$ cat src/rtl/rx_mac.sv
`default_nettype none
// ============================================================================
// rx_mac : RGMII receive MAC -- preamble/SFD strip, FCS strip, AXI-Stream out.
// Optional CRC-32 check enabled by defining RX_MAC_CRC_CHECK_EN.
// Revision: 1.0
// ============================================================================
module rx_mac #(
    parameter int DATA_WIDTH = 8,
    parameter int MIN_FRAME  = 64,
    parameter int MAX_FRAME  = 1518
) (
    input  logic                  clk,
    input  logic                  reset_n,
    input  logic [DATA_WIDTH-1:0] rgmii_mac_rx_data,
    input  logic                  rgmii_mac_rx_dv,
    input  logic                  rgmii_mac_rx_er,
    input  logic                  rgmii_mac_rx_rdy,
    output logic [DATA_WIDTH-1:0] m_rx_axis_tdata,
    output logic                  m_rx_axis_tvalid,
    output logic                  m_rx_axis_tlast,
    output logic                  m_rx_axis_tuser
);

    typedef enum logic [1:0] {
        IDLE     = 2'd0,
        PREAMBLE = 2'd1,
        PAYLOAD  = 2'd2,
        DROP     = 2'd3
    } state_e;

    localparam logic [DATA_WIDTH-1:0] PRE_BYTE = DATA_WIDTH'(8'h55);
    localparam logic [DATA_WIDTH-1:0] SFD_BYTE = DATA_WIDTH'(8'hD5);
    localparam logic [10:0]           MIN_LEN  = 11'(MIN_FRAME);
    localparam logic [10:0]           MAX_LEN  = 11'(MAX_FRAME);
    localparam logic [10:0]           CNT_SAT  = 11'h7FF;

    state_e                           state_q, state_d;
    logic [2:0]                       pre_cnt_q, pre_cnt_d;
    logic [3:0][DATA_WIDTH-1:0]       dl_q, dl_d;
    logic [2:0]                       fill_q, fill_d;
    logic [DATA_WIDTH-1:0]            held_q, held_d;
    logic                             held_vld_q, held_vld_d;
    logic [10:0]                      cnt_q, cnt_d;
    logic                             err_q, err_d;
    logic [DATA_WIDTH-1:0]            tdata_q, tdata_d;
    logic                             tvalid_q, tvalid_d;
    logic                             tlast_q, tlast_d;
    logic                             tuser_q, tuser_d;

    logic                             w_accept;
    logic                             w_sfd_hit;
    logic                             w_pay_byte;
    logic                             w_crc_bad;
    logic                             w_status;

    assign w_accept   = rgmii_mac_rx_dv & rgmii_mac_rx_rdy;
    assign w_sfd_hit  = (state_q == PREAMBLE) && w_accept &&
                        (rgmii_mac_rx_data == SFD_BYTE) && (pre_cnt_q != 3'd0);
    assign w_pay_byte = (state_q == PAYLOAD) && w_accept;

`ifdef RX_MAC_CRC_CHECK_EN
    localparam logic [31:0] CRC_INIT    = 32'hFFFF_FFFF;
    localparam logic [31:0] CRC_RESIDUE = 32'hDEBB_20E3;

    logic [31:0] crc_q, crc_d;

    function automatic logic [31:0] crc32_byte(input logic [31:0] c, input logic [7:0] d);
        logic [31:0] r;
        r = c ^ {24'd0, d};
        for (int i = 0; i < 8; i++) begin
            r = r[0] ? ((r >> 1) ^ 32'hEDB8_8320) : (r >> 1);
        end
        return r;
    endfunction

    // Running over data plus FCS leaves the fixed residue on a good frame.
    always_comb begin
        crc_d = crc_q;
        if (w_sfd_hit) begin
            crc_d = CRC_INIT;
        end else if (w_pay_byte) begin
            crc_d = crc32_byte(crc_q, rgmii_mac_rx_data[7:0]);
        end
    end

    always_ff @(posedge clk or negedge reset_n) begin
        if (!reset_n) begin
            crc_q <= '0;
        end else begin
            crc_q <= crc_d;
        end
    end

    assign w_crc_bad = (crc_q != CRC_RESIDUE);
`else
    assign w_crc_bad = 1'b0;
`endif

    assign w_status = (cnt_q < MIN_LEN) || (cnt_q > MAX_LEN) || err_q || w_crc_bad;

    always_comb begin
        state_d    = state_q;
        pre_cnt_d  = pre_cnt_q;
        dl_d       = dl_q;
        fill_d     = fill_q;
        held_d     = held_q;
        held_vld_d = held_vld_q;
        cnt_d      = cnt_q;
        err_d      = err_q;
        tdata_d    = '0;
        tvalid_d   = 1'b0;
        tlast_d    = 1'b0;
        tuser_d    = 1'b0;

        unique case (state_q)
            IDLE: begin
                if (w_accept) begin
                    if (rgmii_mac_rx_data == PRE_BYTE) begin
                        state_d   = PREAMBLE;
                        pre_cnt_d = 3'd1;
                    end else begin
                        // Joined mid-frame: wait for dv to drop.
                        state_d = DROP;
                    end
                end
            end

            PREAMBLE: begin
                if (!rgmii_mac_rx_dv) begin
                    state_d = IDLE;
                end else if (w_sfd_hit) begin
                    state_d    = PAYLOAD;
                    fill_d     = 3'd0;
                    held_vld_d = 1'b0;
                    cnt_d      = '0;
                    err_d      = 1'b0;
                end else if (w_accept) begin
                    if ((rgmii_mac_rx_data == PRE_BYTE) && (pre_cnt_q != 3'd7)) begin
                        pre_cnt_d = pre_cnt_q + 3'd1;
                    end else begin
                        state_d = DROP;
                    end
                end
            end

            PAYLOAD: begin
                if (!rgmii_mac_rx_dv) begin
                    if (held_vld_q) begin
                        tvalid_d = 1'b1;
                        tlast_d  = 1'b1;
                        tuser_d  = w_status;
                        tdata_d  = held_q;
                    end
                    state_d    = IDLE;
                    held_vld_d = 1'b0;
                    fill_d     = 3'd0;
                end else begin
                    if (rgmii_mac_rx_er) begin
                        err_d = 1'b1;
                    end
                    if (w_pay_byte) begin
                        cnt_d = (cnt_q == CNT_SAT) ? cnt_q : cnt_q + 11'd1;
                        dl_d  = {dl_q[2:0], rgmii_mac_rx_data};
                        // The byte leaving the FCS window is only known not
                        // to be the last payload byte once another arrives.
                        if (fill_q == 3'd4) begin
                            held_d     = dl_q[3];
                            held_vld_d = 1'b1;
                            if (held_vld_q) begin
                                tvalid_d = 1'b1;
                                tdata_d  = held_q;
                            end
                        end else begin
                            fill_d = fill_q + 3'd1;
                        end
                    end
                end
            end

            DROP: begin
                if (!rgmii_mac_rx_dv) begin
                    state_d = IDLE;
                end
            end

            default: begin
                state_d = IDLE;
            end
        endcase
    end

    always_ff @(posedge clk or negedge reset_n) begin
        if (!reset_n) begin
            state_q    <= IDLE;
            pre_cnt_q  <= '0;
            dl_q       <= '0;
            fill_q     <= '0;
            held_q     <= '0;
            held_vld_q <= 1'b0;
            cnt_q      <= '0;
            err_q      <= 1'b0;
            tdata_q    <= '0;
            tvalid_q   <= 1'b0;
            tlast_q    <= 1'b0;
            tuser_q    <= 1'b0;
        end else begin
            state_q    <= state_d;
            pre_cnt_q  <= pre_cnt_d;
            dl_q       <= dl_d;
            fill_q     <= fill_d;
            held_q     <= held_d;
            held_vld_q <= held_vld_d;
            cnt_q      <= cnt_d;
            err_q      <= err_d;
            tdata_q    <= tdata_d;
            tvalid_q   <= tvalid_d;
            tlast_q    <= tlast_d;
            tuser_q    <= tuser_d;
        end
    end

    assign m_rx_axis_tdata  = tdata_q;
    assign m_rx_axis_tvalid = tvalid_q;
    assign m_rx_axis_tlast  = tlast_q;
    assign m_rx_axis_tuser  = tuser_q;

endmodule
`default_nettype wire
$ cat config.mk
export PLATFORM = sky130hd
export DESIGN_NAME = rx_mac
export DESIGN_NICKNAME = d
export VERILOG_FILES = /design/src/rtl/rx_mac.sv
export SDC_FILE = /design/constraint.sdc
export NUM_CORES = 1
export LEC_CHECK = 0
export ABC_AREA = 1
export CORE_MARGIN = 2
export CORE_UTILIZATION = 58
export CTS_CLUSTER_SIZE = 14
export DETAILED_ROUTE_END_ITERATION = 6
export GPL_TIMING_DRIVEN = 1
export HOLD_SLACK_MARGIN = 0.02
export PLACE_DENSITY_LB_ADDON = 0.25
export SYNTH_ARGS = -nofsm -noshare
export SYNTH_HDL_FRONTEND = slang
export SYNTH_SLANG_ARGS = --single-unit
$ cat constraint.sdc
create_clock -name clk -period 2.1 [get_ports clk]
set_input_delay 0.42 -clock clk [delete_from_list [all_inputs] [get_ports clk]]
set_output_delay 0.42 -clock clk [all_outputs]
set_load 0.03 [all_outputs]
# == After elaboration in Yosys (flattened, before gate mapping) ==
# Cells that the tools add are included.
# word_totals
register_bits,72
in_bits,13
wordCells,117
# op_classes
add_sub_neg,3
magnitude_cmp,2
eq_ne,25
n_mux,51
bitwise,1
reduce_logical,20
# ops
cell,n
11-bit two-way mux,5
8-bit two-way mux,5
3-bit two-way mux,11
"2-bit inequality test, second input constant",11
11-bit one-hot mux with 2 select lines,1
1-bit two-way mux,17
5-bit AND reduction,3
2-bit two-way mux,7
3-bit one-hot mux with 2 select lines,2
"11-bit by 1-bit adder with 11-bit output, second input constant",1
"11-bit equality test, second input constant",1
"11-bit greater-than comparator, second input constant",1
"11-bit by 7-bit < comparator with 1-bit output, second input constant",1
"3-bit inequality test, second input constant",3
"8-bit by 7-bit equality test with 1-bit output, second input constant",1
"8-bit equality test, second input constant",1
"4-bit inequality test, second input constant",2
4-bit AND reduction,2
7-bit AND reduction,1
"3-bit by 1-bit adder with 3-bit output, second input constant",2
2-bit one-hot mux with 3 select lines,1
6-bit AND reduction,1
1-bit logical AND,5
"2-bit equality test, second input constant",2
12 further kinds,15

# == Logic depth before layout (Yosys ltp) ==
# Gate-level depths: netlist (run 1).
# depth
ltp_word,7
mapped_depth,12
ltp_nobuf,12

# == Worst setup path before layout (run 1) ==
# No wires, ideal clock.
# synth_timing
kind,reg-to-reg
start,register state_q[1]
end,register cnt_q[8]
arrival_time_ns,1.512
setup_slack_ns,0.523
path_stages_with_launch,13
period_less_slack_ns,1.577
path_cell_list,dfrtp_1 > inv_1 > ha_1 > buf_4 > inv_1 > nor2_1 > nand3_1 > nor2_2 > nor2_1 > nor2_1 > buf_4 > nand2_1 > nand2_1
# synth_via
elab_chain_cells,6
word_cells_on_any_way,14
cone_classes,eq/ne: 7; mux: 1; reduce/logical: 6
# synth_rtl
element,line,rtl
"start, declared",37,"state_e state_q, state_d;"
"start signal, assigned",207,state_q <= state_d;
2-bit by 1-bit equality test with 1-bit output,"57, 115",
1-bit logical AND (2 in a row),57,assign w_sfd_hit = (state_q == PREAMBLE) && w_accept &&
1-bit logical AND,58,(rgmii_mac_rx_data == SFD_BYTE) && (pre_cnt_q != 3'd0);
2-bit inequality test (no source line),n/a,
6-bit AND reduction (no source line),n/a,
"end signal, assigned",213,cnt_q <= cnt_d;
"end, declared",43,"logic [10:0] cnt_q, cnt_d;"
# Parallel ways exist; a longest one is shown, timed or not.
# A chain may end at the register's enable or synchronous reset.

# == Worst setup path after layout (run 1) ==
# layout_timing
start,register state_q[1]
end,register cnt_q[3]
# Same word-level chain as after synthesis.

==> flow_summary.toml, run 1 <==
[clock_network]
clock_sinks = 72
cts_tree = "done"
root_buffer = "clkbuf_8"
ctsLongestPathBuffers = 2
cts_hold_buf = 0
cts_resized = 0
cts_setup_buffers = 0
htree_levels = 3
numCtsBuffers = 9
path_clk_slew_ns = 0.08
clk_latency_ns = 0.35

[die]
fp.dieW_um = 80.9
ioPinCount = 24
start_util_pct = 59.0
rows = 28
die-area_sq_mm = 0.00655
die_h_um = 80.9
core-area_sq_mm = 0.00582

[pwr]
power_switching_mw = 1.58
leakagePower_nw = 2.11
peakVddDrop_mv = 0.616
comb_power_share_pct = 29.4
clock_power_share_pct = 27.8
switching_share_pct = 35.3
internal_power_mw = 2.90
p_total_mw = 4.49
power_density_mw_per_mm2 = 1120
p_seq_share_pct = 42.9

[layout]
synthToLayoutAreaGrowth_pct = 17.3
nets = 490
utilization_pct = 69.2
final_common_cell = "nand2_1"
diodes = 0
final_cell_mix = "157 x nand2_1, 72 x dfrtp_1, 53 x inv_1, 39 x nor2_1, 30 x o21ai_0"
drive_gt1_share_pct = 8.70
fin_cells = 546
final_area_sq_mm = 0.00402

[sta]
worst_slew_pin_slew_ns = 0.581
tns_ns = 0
rsz0062_at_grt = "false"
timing.final.ws_setup_ns = 0.238
post-route-min-period_ns = 1.86
finalHoldViolations = 0
slew_headroom_pct = 61.3
slew_viol_final = 0
hold_ws_ns = 0.0583
maxClockFrequency_ghz = 0.537
finalCritPeriodShare_pct = 88.7
setup_violations = 0
skew_ns = 0.00681

[setup_path]
path_cells = "inv_1, ha_1, nand3_1, nor2_1, nand2_1, nand2_2, nand4_2, nand2_1, nand2_1"
required_ns = 2.34
cp_max_fo = 11
startpoint_type = "register"
endpoint_kind = "register"
crit_path_frequent_cell = "nand2_1"
critPathArrivalTime_ns = 2.10
slowest_delay_ns = 0.42
cp_slowest_cell = "dfrtp_1"
worstSetupPathType = "register to register"

[placed_design]
hpwl_um = 4340
port_buffers = 23
pre_cts_slack_ns = -0.0821
placed_cell_area_sq_mm = 0.00379
dp_cells = 530
gp_congestion = 0.844

[min_path]
hold_path_class = "primary input to asynchronous set/reset pin"

[logic_synthesis]
yosysTopAreaCellShare_pct = 52.5
ys_warn_count = 0
syn_nets = 455
yosysUniqueCellTypes = 26
yosysSeqAreaShare_pct = 52.5
post-synth-top-area-cell = "dfrtp_1"
synth_seq_cells = 72
synth.area.top_cells = "dfrtp_1 53%, nand2_1 17%, inv_1 5.8%, o21ai_0 4.4%, nor2_1 4.3%"
netlist_area_sq_mm = 0.00343
avgSynthCellArea_sq_um = 7.96
syn_inst = 431

[run_status]
status = "completed"

[global_route]
grt_pass1_vias = 2589
grt_pass1_wl_um = 11000
grt_use_met2_pct = 36.0
grt_max_degree = 48
antenna_found_initial = 0
grt_usage_pct = 21.9
grt-busiest-layer = "met2"
grt-ovfl-total = 0
met1_usage_pct = 27.6
grtUsageMet3_pct = 4.00

[drt]
drtIter0Drc = 161
post_drt_wl_per_cell_um = 11.4
drt-pass1-iter-count = 4
ant_nets = 0
drc = 0
routed_via_density = 5.00
drt-total-wl_um = 6230
vias = 2732

[job]
maxCapViolations = 0
-- cells by family (layout without fill, tap and decap cells) --
logic type	Yosys count	after routing	share of synthesized area, %
adder cells (fa/ha/maj)	11	11	4.01
AND/OR/NAND/NOR	228	228	27.1
AO/OA/AOI/OAI	50	50	7.77
XOR/XNOR	3	3	0.766
buffers and inverters	67	107	7.80
flip-flops	72	72	52.5
-- synth_stat cells (all sizes together) --
master / number
a31oi: 2
xor2: 1
nor2: 43
nand4: 6
nand2: 160
a21oi: 13
clkbuf: 4
o21ai: 32
dfrtp: 72
ha: 11
a21boi: 2
nand3: 18
buf: 7
xnor2: 2
o21bai: 1
nand3b: 1
inv: 56
-- per-layer routing --
metal / vias to the layer above / routed length (um)
met5: - / 0
met4: 0 / 142
met3: 12 / 194
met2: 49 / 2910
met1: 1269 / 2980
li1: 1402 / -
-- layout make-up --
type	count	area [sq um]
fill	507	1790
clock inverter	6	90.1
clock buffer	10	138
inverter	56	210
timing repair buffer	35	328
multi-input combinational	292	1360
tap	75	93.8
sequential	72	1800
-- state kept, by name, summed over array words and instances, names as in the netlist --
name and count:
cnt_q 11, dl_q 32, err_q 1, fill_q 3
held_q 8, held_vld_q 1, m_rx_axis_tdata 8, m_rx_axis_tlast 1
m_rx_axis_tuser 1, m_rx_axis_tvalid 1, pre_cnt_q 3, state_q 2
-- critical path: cells and delay by family, from the launching register on --
kind	cells	cell delay [ns]
adder cells (fa/ha/maj)	1	0.29
buffers and inverters	1	0.12
AND/OR/NAND/NOR	7	0.93
flip-flops	1	0.42
-- worst paths after layout --
| check | startpoint | endpoint | slack [ns] | cells past startpoint |
|---|---|---|---|---|
| worst max-delay path | state_q[1]$_DFFE_PN0P_ | cnt_q[3]$_DFFE_PN0P_ | 0.24 | 9 |
| worst min-delay path | reset_n | m_rx_axis_tdata[2]$_DFF_PN0_ | 0.06 | 1 |
| worst max register to register | state_q[1]$_DFFE_PN0P_ | cnt_q[3]$_DFFE_PN0P_ | 0.24 | 9 |
| worst min register to register | dl_q[23]$_DFFE_PN0P_ | dl_q[23]$_DFFE_PN0P_ | 0.47 | 2 |
| max in group asynchronous | reset_n | held_q[7]$_DFFE_PN0P_ | 1.40 | 2 |
| min in group clk | dl_q[23]$_DFFE_PN0P_ | dl_q[23]$_DFFE_PN0P_ | 0.47 | 2 |
-- power by group through the flow --
stage / registers, mW / logic (mW) / clock network [mW]
after detailed placement: 1.95 / 1.32 / 0
after global placement: 1.93 / 1.27 / 0
after global routing: 1.96 / 1.54 / 1.31
after floorplan: 1.92 / 0.984 / 0
after CTS: 1.92 / 1.33 / 1.26
final: 1.92 / 1.32 / 1.25
Note: power is estimated with default switching activity, not from simulation.
==> inputs of run 2 (changes only) <==
- CAP_MARGIN: unset -> 20
==> results of run 2 <==
No change in the layout: final DEF, timing and power equal those of run 1.
